## config.mk

```make
export PLATFORM = sky130hd
export DESIGN_NAME = apb_master_arbiter
export DESIGN_NICKNAME = d
export VERILOG_FILES = /design/src/rtl/apb_master_arbiter.sv
export SDC_FILE = /design/constraint.sdc
export NUM_CORES = 1
export LEC_CHECK = 0
export ABC_CLOCK_PERIOD_IN_PS = 3500
export CORE_AREA = 2 2 106 108
export DETAILED_ROUTE_END_ITERATION = 16
export DIE_AREA = 0 0 108 110
export GPL_ROUTABILITY_DRIVEN = 0
export PLACE_DENSITY = 0.88
export SLEW_MARGIN = 20
export SYNTH_ARGS = -nofsm -noshare
export SYNTH_HDL_FRONTEND = slang
export SYNTH_SLANG_ARGS = --single-unit
```

## constraint.sdc

```tcl
create_clock -name pclk -period 3.5 [get_ports pclk]
set_input_delay 1.05 -clock pclk [delete_from_list [all_inputs] [get_ports pclk]]
set_output_delay 1.05 -clock pclk [all_outputs]
set_load 0.03 [all_outputs]
```

## src/rtl/apb_master_arbiter.sv

```systemverilog
// Round-robin arbiter sharing one APB master port between NREQ requesters.
// Optional ACCESS watchdog is enabled by defining APB_ARB_TIMEOUT_EN.
module apb_master_arbiter #(
  parameter int NREQ           = 2,
  parameter int AW             = 32,
  parameter int DW             = 32,
  parameter int TIMEOUT_CYCLES = 16
) (
  input  logic               pclk,
  input  logic               preset,
  input  logic [NREQ-1:0]    req_valid,
  input  logic [NREQ-1:0]    req_write,
  input  logic [NREQ*AW-1:0] req_addr,
  input  logic [NREQ*DW-1:0] req_wdata,
  output logic [NREQ-1:0]    req_ack,
  output logic [NREQ-1:0]    rsp_valid,
  output logic [DW-1:0]      rsp_rdata,
  output logic               rsp_err,
  output logic               psel,
  output logic               penable,
  output logic               pwrite,
  output logic [AW-1:0]      paddr,
  output logic [DW-1:0]      pwdata,
  input  logic [DW-1:0]      prdata,
  input  logic               pready,
  input  logic               pslverr,
  output logic [1:0]         state_dbg
);

  // Handshake: a requester holds req_valid (and its write/addr/wdata slice)
  // until it sees its one-cycle req_ack; the result comes back later as a
  // one-cycle rsp_valid pulse on the same bit, with rsp_rdata/rsp_err.

  localparam int IW = $clog2(NREQ);

  if (NREQ < 2 || NREQ > 8) begin : g_bad_nreq
    $error("NREQ must be in 2..8");
  end
  if (TIMEOUT_CYCLES < 1) begin : g_bad_timeout
    $error("TIMEOUT_CYCLES must be >= 1");
  end

  typedef enum logic [1:0] {
    S_IDLE   = 2'd0,
    S_SETUP  = 2'd1,
    S_ACCESS = 2'd2
  } state_t;

  state_t          state;
  logic [IW-1:0]   last;
  logic [IW-1:0]   grant;

  logic            win_found;
  logic [IW-1:0]   win_idx;
  logic [IW:0]     cand;
  logic            win_write;
  logic [AW-1:0]   win_addr;
  logic [DW-1:0]   win_wdata;
  logic            do_launch;

`ifdef APB_ARB_TIMEOUT_EN
  localparam int CW = $clog2(TIMEOUT_CYCLES + 1);
  logic [CW-1:0]   tcnt;
`endif

  assign state_dbg = state;

  // Search last+1, last+2, ... modulo NREQ; first pending requester wins.
  always_comb begin
    win_found = 1'b0;
    win_idx   = last;
    cand      = '0;
    for (int k = 1; k <= NREQ; k++) begin
      cand = {1'b0, last} + (IW+1)'(k);
      if (cand >= (IW+1)'(NREQ)) cand = cand - (IW+1)'(NREQ);
      if (!win_found && req_valid[cand[IW-1:0]]) begin
        win_found = 1'b1;
        win_idx   = cand[IW-1:0];
      end
    end
  end

  always_comb begin
    win_write = 1'b0;
    win_addr  = '0;
    win_wdata = '0;
    for (int i = 0; i < NREQ; i++) begin
      if (win_idx == IW'(i)) begin
        win_write = req_write[i];
        win_addr  = req_addr[i*AW +: AW];
        win_wdata = req_wdata[i*DW +: DW];
      end
    end
  end

  // A new grant is taken from IDLE, or back-to-back on the completing ACCESS edge.
  assign do_launch = win_found &&
                     ((state == S_IDLE) || ((state == S_ACCESS) && pready));

  always_ff @(posedge pclk) begin
    if (preset) begin
      state     <= S_IDLE;
      last      <= IW'(NREQ - 1);
      grant     <= '0;
      req_ack   <= '0;
      rsp_valid <= '0;
      rsp_rdata <= '0;
      rsp_err   <= 1'b0;
      psel      <= 1'b0;
      penable   <= 1'b0;
      pwrite    <= 1'b0;
      paddr     <= '0;
      pwdata    <= '0;
`ifdef APB_ARB_TIMEOUT_EN
      tcnt      <= '0;
`endif
    end else begin
      req_ack   <= '0;
      rsp_valid <= '0;
      case (state)
        S_IDLE: ;
        S_SETUP: begin
          state   <= S_ACCESS;
          penable <= 1'b1;
`ifdef APB_ARB_TIMEOUT_EN
          tcnt    <= '0;
`endif
        end
        S_ACCESS: begin
          if (pready) begin
            rsp_valid[grant] <= 1'b1;
            rsp_rdata        <= pwrite ? '0 : prdata;
            rsp_err          <= pslverr;
            state            <= S_IDLE;
            psel             <= 1'b0;
            penable          <= 1'b0;
          end
`ifdef APB_ARB_TIMEOUT_EN
          else if (tcnt == CW'(TIMEOUT_CYCLES - 1)) begin
            rsp_valid[grant] <= 1'b1;
            rsp_rdata        <= '0;
            rsp_err          <= 1'b1;
            state            <= S_IDLE;
            psel             <= 1'b0;
            penable          <= 1'b0;
          end else begin
            tcnt <= tcnt + CW'(1);
          end
`endif
        end
        default: begin
          state   <= S_IDLE;
          psel    <= 1'b0;
          penable <= 1'b0;
        end
      endcase

      // Overrides the ACCESS->IDLE exit when another request is waiting.
      if (do_launch) begin
        req_ack          <= '0;
        req_ack[win_idx] <= 1'b1;
        grant            <= win_idx;
        last             <= win_idx;
        pwrite           <= win_write;
        paddr            <= win_addr;
        pwdata           <= win_wdata;
        state            <= S_SETUP;
        psel             <= 1'b1;
        penable          <= 1'b0;
      end
    end
  end

endmodule
```

==> results of run 1 <==
==> cells in the mapped netlist <==
cell type and instances:
a21oi_1 2, o21ai_0 2, nand2b_1 1, a22o_1 32, inv_2 1, or3_1 2
buf_2 15, o21ai_1 1, dfxtp_1 107, o2bb2ai_1 56, nand3b_1 1, nand2_1 3
o21ba_2 1, clkbuf_1 9, inv_1 2, o2bb2ai_2 10, buf_4 3, mux2_2 1
mux2i_1 65, nor2_1 6, buf_6 2, and2_1 1, nor2b_1 1, a22oi_1 1
buf_1 1, nor2_2 1
==> sequential cells by signal, summed over array words and instances, names as in the netlist <==
name and count:
pwdata 32, rsp_rdata 32, grant 1, paddr 32, rsp_valid 2, psel 1, rsp_err 1, penable 1
last 1, pwrite 1, req_ack 2, state_dbg 1
==> final cells by class <==
| type | count | area (um^2) |
|---|---|---|
| clock buffer | 12 | 135 |
| tap | 140 | 175 |
| fill | 865 | 3650 |
| clock inverter | 4 | 51.3 |
| timing repair buffer | 280 | 2810 |
| sequential | 107 | 2140 |
| inverter | 3 | 11.3 |
| multi-input combinational | 187 | 1720 |
==> worst max-delay path, cell delays in order <==
cell	delay (ps)
clkdlybuf4s50_1	490
nand2b_1	130
o21ai_1	90
or3_2	670
buf_12	300
o2bb2ai_1	190
==> final timing paths <==
| kind | end | cells past startpoint |
|---|---|---|
| max | pwdata[5] | 6 |
| max reg2reg | pwdata[5] | 5 |
| min | rsp_valid[1] | 2 |
| min reg2reg | rsp_valid[1] | 2 |
==> logic make-up (layout without fill, tap and decap cells) <==
| group | Yosys count | after routing | synth area share, % |
|---|---|---|---|
| simple gates | 16 | 16 | 1.96 |
| buf+inv | 33 | 299 | 4.21 |
| flops | 107 | 107 | 53.3 |
| mux | 66 | 66 | 16.5 |
| compound gates | 105 | 105 | 24.0 |
==> layer usage <==
metal / track usage (%) / vias up / share of wire [%]
met5: 0 / - / 0
met4: 8.24 / 0 / 1.8
met3: 7.52 / 19 / 10
met2: 37.9 / 175 / 51
met1: 21.8 / 1725 / 36
li1: - / 1763 / -
==> where the power goes <==
| part | internal (W) | leakage, nW | switching [W] |
|---|---|---|---|
| Clock | 0.000333 | 0.0906 | 0.000402 |
| Combinational | 0.000447 | 1.76 | 0.000429 |
| Sequential | 0.00132 | 0.877 | 0.0000585 |
| Total | 0.00209 | 2.73 | 0.000889 |
==> stage by stage <==
| step | instance area, um^2 | total power [W] | utilization, % | cells | hold slack (ps) |
|---|---|---|---|---|---|
| 2_1_floorplan | 4020 | 0.00184 | - | 327 | 413 |
| 3_3_place_gp | 6860 | 0.00226 | 64.1 | 717 | 436 |
| 3_5_place_dp | 6860 | 0.00228 | 64.1 | 717 | 443 |
| 4_1_cts | 7040 | 0.00301 | 65.8 | 733 | 461 |
| 5_1_grt | 7040 | 0.00311 | 65.8 | 733 | 486 |
| 6_report | 7040 | 0.00298 | 65.8 | 733 | 458 |
==> metrics, run 1 <==
Yosys warning total=0; Std-Cell Rows=38; die height=110 um; Synth Cell Area=4020 um^2; CTS Buf Count=9; post-CTS setup buffers=0; initial antenna violation count=0; setup tns final=0 ps; hold_buf cts=0; crit path from=pready; core area=10,700 um^2; Mapped Cells=327; worst reg-to-reg setup slack=1670 ps; clock slew at reported path FFs=100 ps; Nets=756; Routed WL per cell=17.6 um; commonest non-fill, non-tap cell in the layout=clkdlybuf4s50_1; area grow syn2layout=75.4%; I/O Pins=274; final wirelength=12,900 um; Port-buffer cells=273; worst slew pin tran=597 ps; Mapped Nets=495; crit path DAT=2950 ps; GR Overflow Total=0; layout cells sized above 1=6.24%; # DRC=0; Fin. Hold Viols=0; area of the die=11,900 um^2; RSZ-0062 raised after global routing=no; Slew Limit Fails=0; crit start category=input port; DP Worst Slack=477 ps; fin worst setup slack=846 ps; top fanout value on the critical path=46; dpl hpwl=9980 um; GR Util All Layers=20.8%; H-Tree Depth=3; maximum root-to-sink buffer count=2; Worst Hold Launch=grant; min Tclk post-route=2650 ps; area leader, netlist=dfxtp_1; relative slew slack=60.2%; synth top area cells=dfxtp_1, mux2i_1, o2bb2ai_1; Routed Antenna Nets=0; Netlist cell types=26; CP Class=in -> reg; CTS tree=yes; # diodes=0; largest net degree at the start of global routing=47; total number of vias=3,682; first-pass iteration count of the detailed router=4; most frequent cells in the layout=clkdlybuf4s50_1, dfxtp_1, mux2i_1; Hold Crit Class=reg -> reg; Via density=5.02; vias in the first global route=3,739; Max VDD drop=197 uV; post-synthesis sequential area ratio=53.3%; R2R Path Start=penable; Worst-Skew Late Latency=360 ps; Setup Skew=10.8 ps; PD cells=424 nW/um^2; DR iter-0 viols=126; fmax=377 MHz; Leak Pwr=2.73 nW; outcome=complete, no violations; max-cap viol count=0; top cell type's share of synthesized area=53.3%; CTS sink count=107; #FFs+latches synth=107; starting density of the core=37.5%; first-pass GRT wire length=19,100 um; mean post-synth cell area=12.3 um^2; WP data required=3790 ps; Setup Viol. Count Final=0; width of the chip=108 um; CP endpoint kind=register; post_cts resized=0; root buf cell=clkbuf_8; Final period util=75.8%
(Power assumes the default switching activity.)
==> run 2, diff against run 1 <==
--- a/config.mk
+++ b/config.mk
@@ -5,12 +5,12 @@
 export SDC_FILE = /design/constraint.sdc
 export NUM_CORES = 1
 export LEC_CHECK = 0
-export ABC_CLOCK_PERIOD_IN_PS = 3500
-export CORE_AREA = 2 2 106 108
+export ABC_CLOCK_PERIOD_IN_PS = 2150
+export CORE_ASPECT_RATIO = 1.4
+export CORE_UTILIZATION = 32
 export DETAILED_ROUTE_END_ITERATION = 16
-export DIE_AREA = 0 0 108 110
 export GPL_ROUTABILITY_DRIVEN = 0
-export PLACE_DENSITY = 0.88
+export PLACE_DENSITY = 0.81
 export SLEW_MARGIN = 20
 export SYNTH_ARGS = -nofsm -noshare
 export SYNTH_HDL_FRONTEND = slang
==> constraint.sdc (replaced) <==
create_clock -name pclk -period 2.15 [get_ports pclk]
set_input_delay 0.645 -clock pclk [delete_from_list [all_inputs] [get_ports pclk]]
set_output_delay 0.645 -clock pclk [all_outputs]
set_load 0.03 [all_outputs]
==> run 2 against run 1 <==
Sequential cell count stayed put. Utilization is 6.2 points lower. Worst setup slack worse by 740 ps. Non-clock buffer count is 10 higher. Cell count is 2.7% higher. Clock-buffer cell count is 1 lower.
==> metrics, run 2 (synthesis results as in run 1) <==
first-pass GRT wire length=19,300 um (+1.0%); I/O Pins=274 (unchanged); Setup Viol. Count Final=0 (unchanged); crit start category=register; CTS sink count=107 (unchanged); total number of vias=3,690 (+0.22%); Setup Skew=8.53 ps (-2.27 ps); max-cap viol count=0 (unchanged); final instance area=7300 um^2 (+3.7%); dpl hpwl=9760 um (-2.2%); Nets=766 (+1.3%); commonest non-fill, non-tap cell in the layout=clkdlybuf4s50_1; initial antenna violation count=0 (unchanged); clock slew at reported path FFs=70 ps (-30 ps); worst slew pin tran=703 ps (+106 ps); area post-placement=7000 um^2 (+2.0%); width of the chip=96.7 um (-10%); Port-buffer cells=273 (unchanged); relative slew slack=53.0% (-7.2 points); worst hold slack=448 ps (-10.3 ps); CTS Buf Count=9 (unchanged); CP Class=reg -> out; vias in the first global route=3,767 (+0.75%); Slew Limit Fails=0 (unchanged); die height=135 um (+22%); crit path from=pwdata[29]; Fin. Hold Viols=0 (unchanged); GR Util All Layers=18.3% (-2.4 points); fmax=488 MHz; slowest stage delay, CP=700 ps (+30 ps); Leak Pwr=2.89 nW (+5.6%); critical path buffer and inverter count=1 (-1); routing usage on met3=5.49% (-2.0 points); GRT busiest layer=met2; R2R Path Start=state_dbg[0]; Max VDD drop=346 uV (+76%); outcome=complete, no violations; most frequent cells in the layout=clkdlybuf4s50_1, dfxtp_1, mux2i_1; largest net degree at the start of global routing=46 (-2.1%); WP data required=1500 ps (-2290 ps); H-Tree Depth=3 (unchanged); Worst Hold Launch=grant; top fanout value on the critical path=2 (-96%); # diodes=0 (unchanged); GR Overflow Total=0 (unchanged); Via density=4.90 (-2.4%); post-CTS setup buffers=0 (unchanged); Crit path max-delay family=buffers and inverters; Hold Path Depth=1 (-1); final wirelength=12,400 um (-4.1%); maximum root-to-sink buffer count=2 (unchanged); # DRC=0 (unchanged); core area=12,300 um^2 (+15%); DR iter-0 viols=51 (-60%); slowest CP cell=clkdlybuf4s50_1; area of the die=13,000 um^2 (+9.5%); crit path DAT=1400 ps (-1550 ps); worst reg-to-reg setup slack=620 ps (-1050 ps); layout cells sized above 1=8.29% (+2.1 points); Std-Cell Rows=48 (+26%); Worst Hold End=rsp_valid[0]; worst r2r dst=pwdata[17]; CP endpoint kind=output port; min Tclk post-route=2050 ps; met2 Usage GRT=34.1% (-3.8 points); RSZ-0062 raised after global routing=no; Routed WL per cell=16.5 um (-6.6%); first-pass iteration count of the detailed router=4 (unchanged); Worst Reg2Reg Path Length in Cells=4 (-1); critical path depth=1 (-5); biggest regs=paddr (32), pwdata (32), rsp_rdata (32); cell-by-cell trace of the critical path=clkdlybuf4s50_1; area grow syn2layout=81.9%; CTS tree=yes; starting density of the core=32.8% (-4.8 points); Worst-Skew Late Latency=330 ps (-30 ps); root buf cell=clkbuf_16; PD cells=727 nW/um^2 (+72%); hold_buf cts=0 (unchanged); Routed Antenna Nets=0 (unchanged); Hold Crit Class=reg -> reg; GR met1 Demand/Resource=19.9% (-1.9 points); Final period util=95.3%
==> run 2: cell count changes in the layout (fill, tap and decap cells not counted) <==
cell	change
clkbuf_16	+9
clkbuf_8	-7
buf_4	+6
buf_12	+4
clkbuf_1	-3
inv_6	+3
clkdlybuf4s50_1	-2
dlymetal6s2s_1	+2
bufinv_16	-1
clkinv_2	-1
clkinv_4	+1
clkinvlp_4	-1
nor2_2	-1
nor2_4	+1
==> run 2: area by class of cell <==
cell class | count | area, um^2
Fill cell | 1005 | 4950
Inverter | 3 | 11.3
Clock buffer | 11 | 253
Timing Repair Buffer | 290 | 2940
Multi-Input combinational cell | 187 | 1720
Tap cell | 150 | 188
Sequential cell | 107 | 2140
Clock inverter | 5 | 43.8
==> run 2: per-stage QoR <==
step	worst slack, ps	utilization, %	std cells	total power [W]	TNS [ps]
after CTS	38.8	59.6	753	0.00537	0
after detailed placement	-395	57.1	737	0.00377	-20980
after floorplan	452	-	327	0.00299	0
after global routing	38.9	59.6	753	0.00553	0
after global placement	-255	57.1	737	0.00374	-14950
final	102	59.6	753	0.00531	0
==> run 2: worst max path at each step <==
| stage | slack [ps] | end |
|---|---|---|
| final | 100 | pwdata[29] |
| after floorplan | 450 | pwdata[21] |
| after global placement | -260 | rsp_rdata[5] |
| after CTS | 40 | state_dbg[1] |
| after detailed placement | -400 | rsp_rdata[28] |
| after global routing | 40 | pwrite |
==> run 2: report_power, final <==
part / internal [W] / switching, W / total [W] / leakage (nW)
Combinational: 0.000771 / 0.000715 / 0.00149 / 1.86
Clock: 0.000866 / 0.000723 / 0.00159 / 0.147
Sequential: 0.00214 / 0.0000899 / 0.00223 / 0.877
==> run 2: metal layers <==
layer | vias to the layer above | routed length, um
li1 | 1781 | -
met1 | 1713 | 4870
met2 | 180 | 6420
met3 | 16 | 875
met4 | 0 | 226
met5 | - | 0
==> run 2: what timing repair did <==
item,CTS,global route
gates resized for setup,1,2
pin swaps,0,0
setup endpoints to repair,32,2
